--- src/rtl/nibble_serial_add_ctrl.sv ---
// Serial wide adder controller: drives one external 4-bit adder slice for NIBBLES cycles, LSB nibble first.
// Define NSAC_SUB_EN to add a 'sub' port that turns the operation into A-B.
module nibble_serial_add_ctrl #(
  parameter  int NIBBLES = 4,
  localparam int W       = 4*NIBBLES
) (
  input  logic         clk,
  input  logic         rst_n,
  input  logic         cmd_valid,
  output logic         cmd_ready,
  input  logic [W-1:0] a,
  input  logic [W-1:0] b,
  input  logic         cin,
  output logic         res_valid,
  input  logic         res_ready,
  output logic [W-1:0] sum,
  output logic         cout,
  output logic         busy,
  output logic [3:0]   slc_a,
  output logic [3:0]   slc_b,
  output logic         slc_cin,
  input  logic [3:0]   slc_sum,
  input  logic         slc_cout
`ifdef NSAC_SUB_EN
  ,
  input  logic         sub
`endif
);

  localparam int IW = (NIBBLES > 1) ? $clog2(NIBBLES) : 1;
  localparam logic [IW-1:0] LAST_IDX = IW'(NIBBLES-1);

  typedef enum logic [1:0] {IDLE, RUN, DONE} state_t;

  state_t        state, state_nx;
  logic [W-1:0]  a_q, b_q;
  logic [IW-1:0] idx;
  logic          carry_q;
  logic          sub_q;
  logic          sub_in;
  logic          last;
  logic          accept;

`ifdef NSAC_SUB_EN
  assign sub_in = sub;
`else
  assign sub_in = 1'b0;
`endif

  assign last   = (idx == LAST_IDX);
  assign accept = cmd_valid && cmd_ready;

  always_ff @(posedge clk) begin
    if (!rst_n) state <= IDLE;
    else        state <= state_nx;
  end

  always_comb begin
    state_nx = state;
    case (state)
      IDLE:    if (accept)    state_nx = RUN;
      RUN:     if (last)      state_nx = DONE;
      DONE:    if (res_ready) state_nx = IDLE;
      default:                state_nx = IDLE;
    endcase
  end

  // Slice inputs are forced quiet outside RUN so the shared adder sees no toggling.
  always_comb begin
    cmd_ready = (state == IDLE);
    res_valid = (state == DONE);
    busy      = (state == RUN) || (state == DONE);
    slc_a     = '0;
    slc_b     = '0;
    slc_cin   = 1'b0;
    if (state == RUN) begin
      slc_a   = a_q[4*idx +: 4];
      slc_b   = b_q[4*idx +: 4] ^ {4{sub_q}};
      slc_cin = carry_q;
    end
  end

  always_ff @(posedge clk) begin
    if (!rst_n) begin
      a_q     <= '0;
      b_q     <= '0;
      idx     <= '0;
      carry_q <= 1'b0;
      sub_q   <= 1'b0;
      sum     <= '0;
      cout    <= 1'b0;
    end else begin
      case (state)
        IDLE: if (accept) begin
          a_q     <= a;
          b_q     <= b;
          sub_q   <= sub_in;
          carry_q <= cin | sub_in;
          idx     <= '0;
        end
        RUN: begin
          sum[4*idx +: 4] <= slc_sum;
          carry_q         <= slc_cout;
          idx             <= last ? '0 : idx + 1'b1;
          if (last) cout  <= slc_cout;
        end
        default: ;
      endcase
    end
  end

endmodule

--- config.mk ---
export PLATFORM = sky130hd
export DESIGN_NAME = nibble_serial_add_ctrl
export DESIGN_NICKNAME = d
export VERILOG_FILES = /design/src/rtl/nibble_serial_add_ctrl.sv
export SDC_FILE = /design/constraint.sdc
export NUM_CORES = 1
export LEC_CHECK = 0
export ABC_AREA = 1
export CAP_MARGIN = 20
export CORE_ASPECT_RATIO = 0.75
export CORE_MARGIN = 2
export CORE_UTILIZATION = 51
export CTS_CLUSTER_SIZE = 14
export DETAILED_ROUTE_END_ITERATION = 12
export PLACE_DENSITY_LB_ADDON = 0.1
export SETUP_SLACK_MARGIN = 0.02
export SLEW_MARGIN = 20
export SYNTH_ARGS = -nofsm -noshare
export SYNTH_HDL_FRONTEND = slang
export SYNTH_SLANG_ARGS = --single-unit
--- constraint.sdc ---
create_clock -name clk -period 2.6 [get_ports clk]
set_input_delay 0.26 -clock clk [delete_from_list [all_inputs] [get_ports clk]]
set_output_delay 0.26 -clock clk [all_outputs]
set_load 0.05 [all_outputs]
==> results.rst <==
.. list-table::
   :header-rows: 1

   * - Metric
     - Value
   * - # clock sinks
     - 54
   * - Detailed placer's ending HPWL
     - 4330 um
   * - Fraction of power consumed by sequential logic
     - 33.0%
   * - Synth Instances
     - 358
   * - Portion of the clock cycle consumed by the worst path in the final layout
     - 87.6%
   * - Comb power frac
     - 51.1%
   * - Post-synth cell types
     - 21
   * - Wire length of the first global-routing pass
     - 10000 um
   * - Critical path capture point type
     - output pin
   * - Mapped Nets
     - 409
   * - Worst R2R Path Depth
     - 7
   * - Max Cap Violations
     - 0
   * - CP required
     - approximately 2.3 ns
   * - Number of antenna diodes
     - 0
   * - Ratio of cells with drive above 1 in the final layout
     - between 10% and 20%
   * - Part of the power in the clock network
     - 15.9%
   * - CTS tree
     - built
   * - Clock latency at the later pin of the worst-skew pair
     - 0.31 ns
   * - Remaining Overflow, GRT
     - 0
   * - Hold depth
     - 2
   * - Worst hold path endpoint
     - b_q[7]
   * - Total Neg Setup Slack
     - 0 ns
   * - Top-level I/O count
     - 71
   * - Max FO, Critical Path
     - 11
   * - Floorplan die height
     - 65.2 um
   * - Overall track demand over capacity in global routing
     - between 20% and 30%
   * - Number of clock buffers inserted by TritonCTS
     - 5
   * - Initial standard-cell utilization of the core
     - a little over half
   * - Violation count after the first detailed-routing iteration
     - 133
   * - Run status
     - completed
   * - Maximum number of pins on one net before global-route repair
     - 42
   * - Cells resized by post-CTS repair
     - 0
   * - Sequential element share of the synthesized area
     - 42.5%
   * - Area of the multi-input gates
     - 0.00125 mm2
   * - Max-slew violations
     - 0
   * - Number of antenna violations at the first check in global routing
     - 0
   * - Buffer count from post-CTS setup fixing
     - 0
   * - Post-Syn Area
     - 0.00254 mm2
   * - Worst clock skew
     - 0.00603 ns
   * - Number of H-tree levels
     - 2
   * - Compound-cell area share of the yosys netlist
     - 16.1%
   * - Min cycle time layout
     - approximately 2.3 ns
   * - Achievable clock frequency
     - around 440 MHz
   * - Leading cell type in the layout, fill and taps excluded
     - sky130_fd_sc_hd__nor2_1
   * - Transition time at the pin with the least slew margin
     - 0.499 ns
   * - Cell Rows
     - 22
   * - DIE WIDTH
     - 85.6 um
   * - Worst rel slew slack
     - between 60% and 70%
   * - Power density cells
     - between 900 and 1000 mW/mm2
   * - Mux cell area share after synthesis
     - 0%
   * - XOR/XNOR share of the synthesized area
     - 0%
   * - Final antenna-violating net count
     - 0
   * - Area growth, synth to finish
     - 31.5%
   * - Count of buffers inserted at the top-level ports
     - 70
   * - Critical path data arrival time
     - between 2 and 2.5 ns
   * - Flip-flop and latch area
     - 0.00108 mm2
   * - Net Switching
     - 1.51 mW
   * - Setup Viol. Count Final
     - 0
   * - Final weighted congestion in routability-driven placement
     - 0.799
   * - Min-Delay Startpoint
     - b_q[7]
   * - Final routed wirelength across all metal layers
     - 6010 um
   * - Placement-stage worst setup slack
     - 0.663 ns
   * - Lkg Pwr
     - 1.38 nW
   * - Detailed-route via count
     - 2397
   * - Startpoint Class
     - flip-flop
   * - Max Buffers Root-to-Sink
     - 2
   * - Worst supply voltage drop on vdd
     - about 0.84 mV
   * - Adder and majority cell fraction of the synthesized area
     - under 10%
   * - Highest-count cells in the layout ignoring fill and taps
     - sky130_fd_sc_hd__nor2_1 (80), sky130_fd_sc_hd__clkdlybuf4s50_1 (62), sky130_fd_sc_hd__nand2_1 (58)
   * - R2r startpoint
     - idx[0]
   * - DR vias/cell
     - 4.94
   * - Fraction of power spent switching nets
     - 45.2%
   * - Synthesized flop and latch total
     - 54
   * - Simple-Gate Fraction of Synth Area
     - 28.6%
   * - Final Hold Viols
     - 0
   * - Total core area
     - 0.00484 mm2
   * - Count of synthesis-stage warnings from yosys
     - 0
   * - Worst Hold Class
     - flip-flop to flip-flop
   * - Register-to-Register Setup Slack
     - 0.74 ns
   * - Mean instance size in the synthesized netlist
     - ~7.1 um2
   * - CTS root buffer
     - sky130_fd_sc_hd__clkbuf_8
   * - First-pass iteration count of the detailed router
     - 4
   * - Die Area
     - 0.00558 mm2
   * - WS Path Type
     - flip-flop to output pin
   * - Quantity of hold-fixing buffers added after cts
     - 0
   * - FILL cells
     - 450
   * - Clock Pin Slew Worst Setup and Hold Paths
     - 0.09 ns
   * - Vias in the first global route
     - ~2300
   * - Overall Power
     - 3.34 mW
   * - Endpoint of the most critical register-to-register path
     - sum[8]
   * - Routed len/inst
     - 12.4 um
   * - Largest family of logic cells by synthesized area
     - simple AND/OR/NAND/NOR gates
   * - Net count, final
     - 475
   * - Final setup slack of the worst path
     - 0.322 ns
   * - Cell internal pwr
     - 1.83 mW
   * - Drt drc
     - 0
   * - RSZ-0062 raised after global routing
     - false
[worst max path at each step]
| stage | start | to | slack, ns | depth (start not counted) |
|---|---|---|---|---|
| after floorplan | idx[0] | slc_a[0] | 0.75 | 6 |
| after global placement | state[1] | slc_cin | 0.72 | 6 |
| after detailed placement | state[1] | slc_cin | 0.66 | 6 |
| after CTS | state[1] | slc_cin | 0.31 | 6 |
| after global routing | state[1] | slc_cin | 0.21 | 6 |
| final | state[1] | slc_cin | 0.32 | 6 |
[area by class of cell]
cell class                 instances  share of cell area [%]
multi-input combinational        259                    37.3
sequential                        54                    32.3
timing repair buffer              76                    21.7
clock buffer                       8                    3.29
inverter                          28                    3.14
tap                               60                    2.24
[state kept, by name, indices dropped and copies added, names as in the netlist]
name / cells
carry_q: 1
cout: 1
idx: 2
sum: 16
b_q: 16
state: 2
a_q: 16
[synth_stat cells, drive strengths merged]
library cell / number / share of area (%)
nor2: 96 / 16
nand2: 63 / 10
dfxtp: 54 / 42
o21ai: 48 / 9.4
a21oi: 34 / 6.7
inv: 28 / 4.1
buf: 11 / 3.4
ha: 9 / 4.4
nand3: 7 / 1.4
clkbuf: 6 / 0.88
nand4: 1 / 0.25
nor3: 1 / 0.64
[metrics by stage]
step	hold WS, ns	util (%)	instance area [um2]	cells
after CTS	0.462	69.1	3350	485
after floorplan	0.409	-	2540	358
after global placement	0.440	66.8	3240	477
after detailed placement	0.449	66.8	3240	477
final	0.461	69.1	3350	485
after global routing	0.488	69.1	3350	485
[power by group through the flow]
stage	clock [mW]	combinational [mW]	sequential (mW)
2_1_floorplan	0	1.28	1.16
3_3_place_gp	0	1.67	1.11
3_5_place_dp	0	1.70	1.12
4_1_cts	0.541	1.71	1.10
5_1_grt	0.578	1.88	1.12
6_report	0.531	1.71	1.10
[cells by family (layout without fill, tap and decap cells)]
kind of cell,count (synthesis),after routing
and+or+nand+nor,168,168
adders and majority gates,9,9
AOI/OAI and AO/OA,82,82
DFF,54,54
buffers and inverters,45,112
[worst max-delay path, cell delays in order (launching register included)]
cell and delay, ns:
sky130_fd_sc_hd__dfxtp_1 0.32, sky130_fd_sc_hd__inv_1 0.12, sky130_fd_sc_hd__ha_1 0.17, sky130_fd_sc_hd__buf_4 0.18, sky130_fd_sc_hd__nand2_1 0.08, sky130_fd_sc_hd__inv_1 0.05, sky130_fd_sc_hd__clkdlybuf4s50_1 0.79
[routing by layer]
| metal | wire (um) | track usage (%) |
|---|---|---|
| met4 | 77 | 7.54 |
| met1 | 2960 | 30.9 |
| met2 | 2540 | 36.0 |
| met5 | 0 | 0 |
| met3 | 437 | 4.90 |
(Power assumes the default switching activity.)
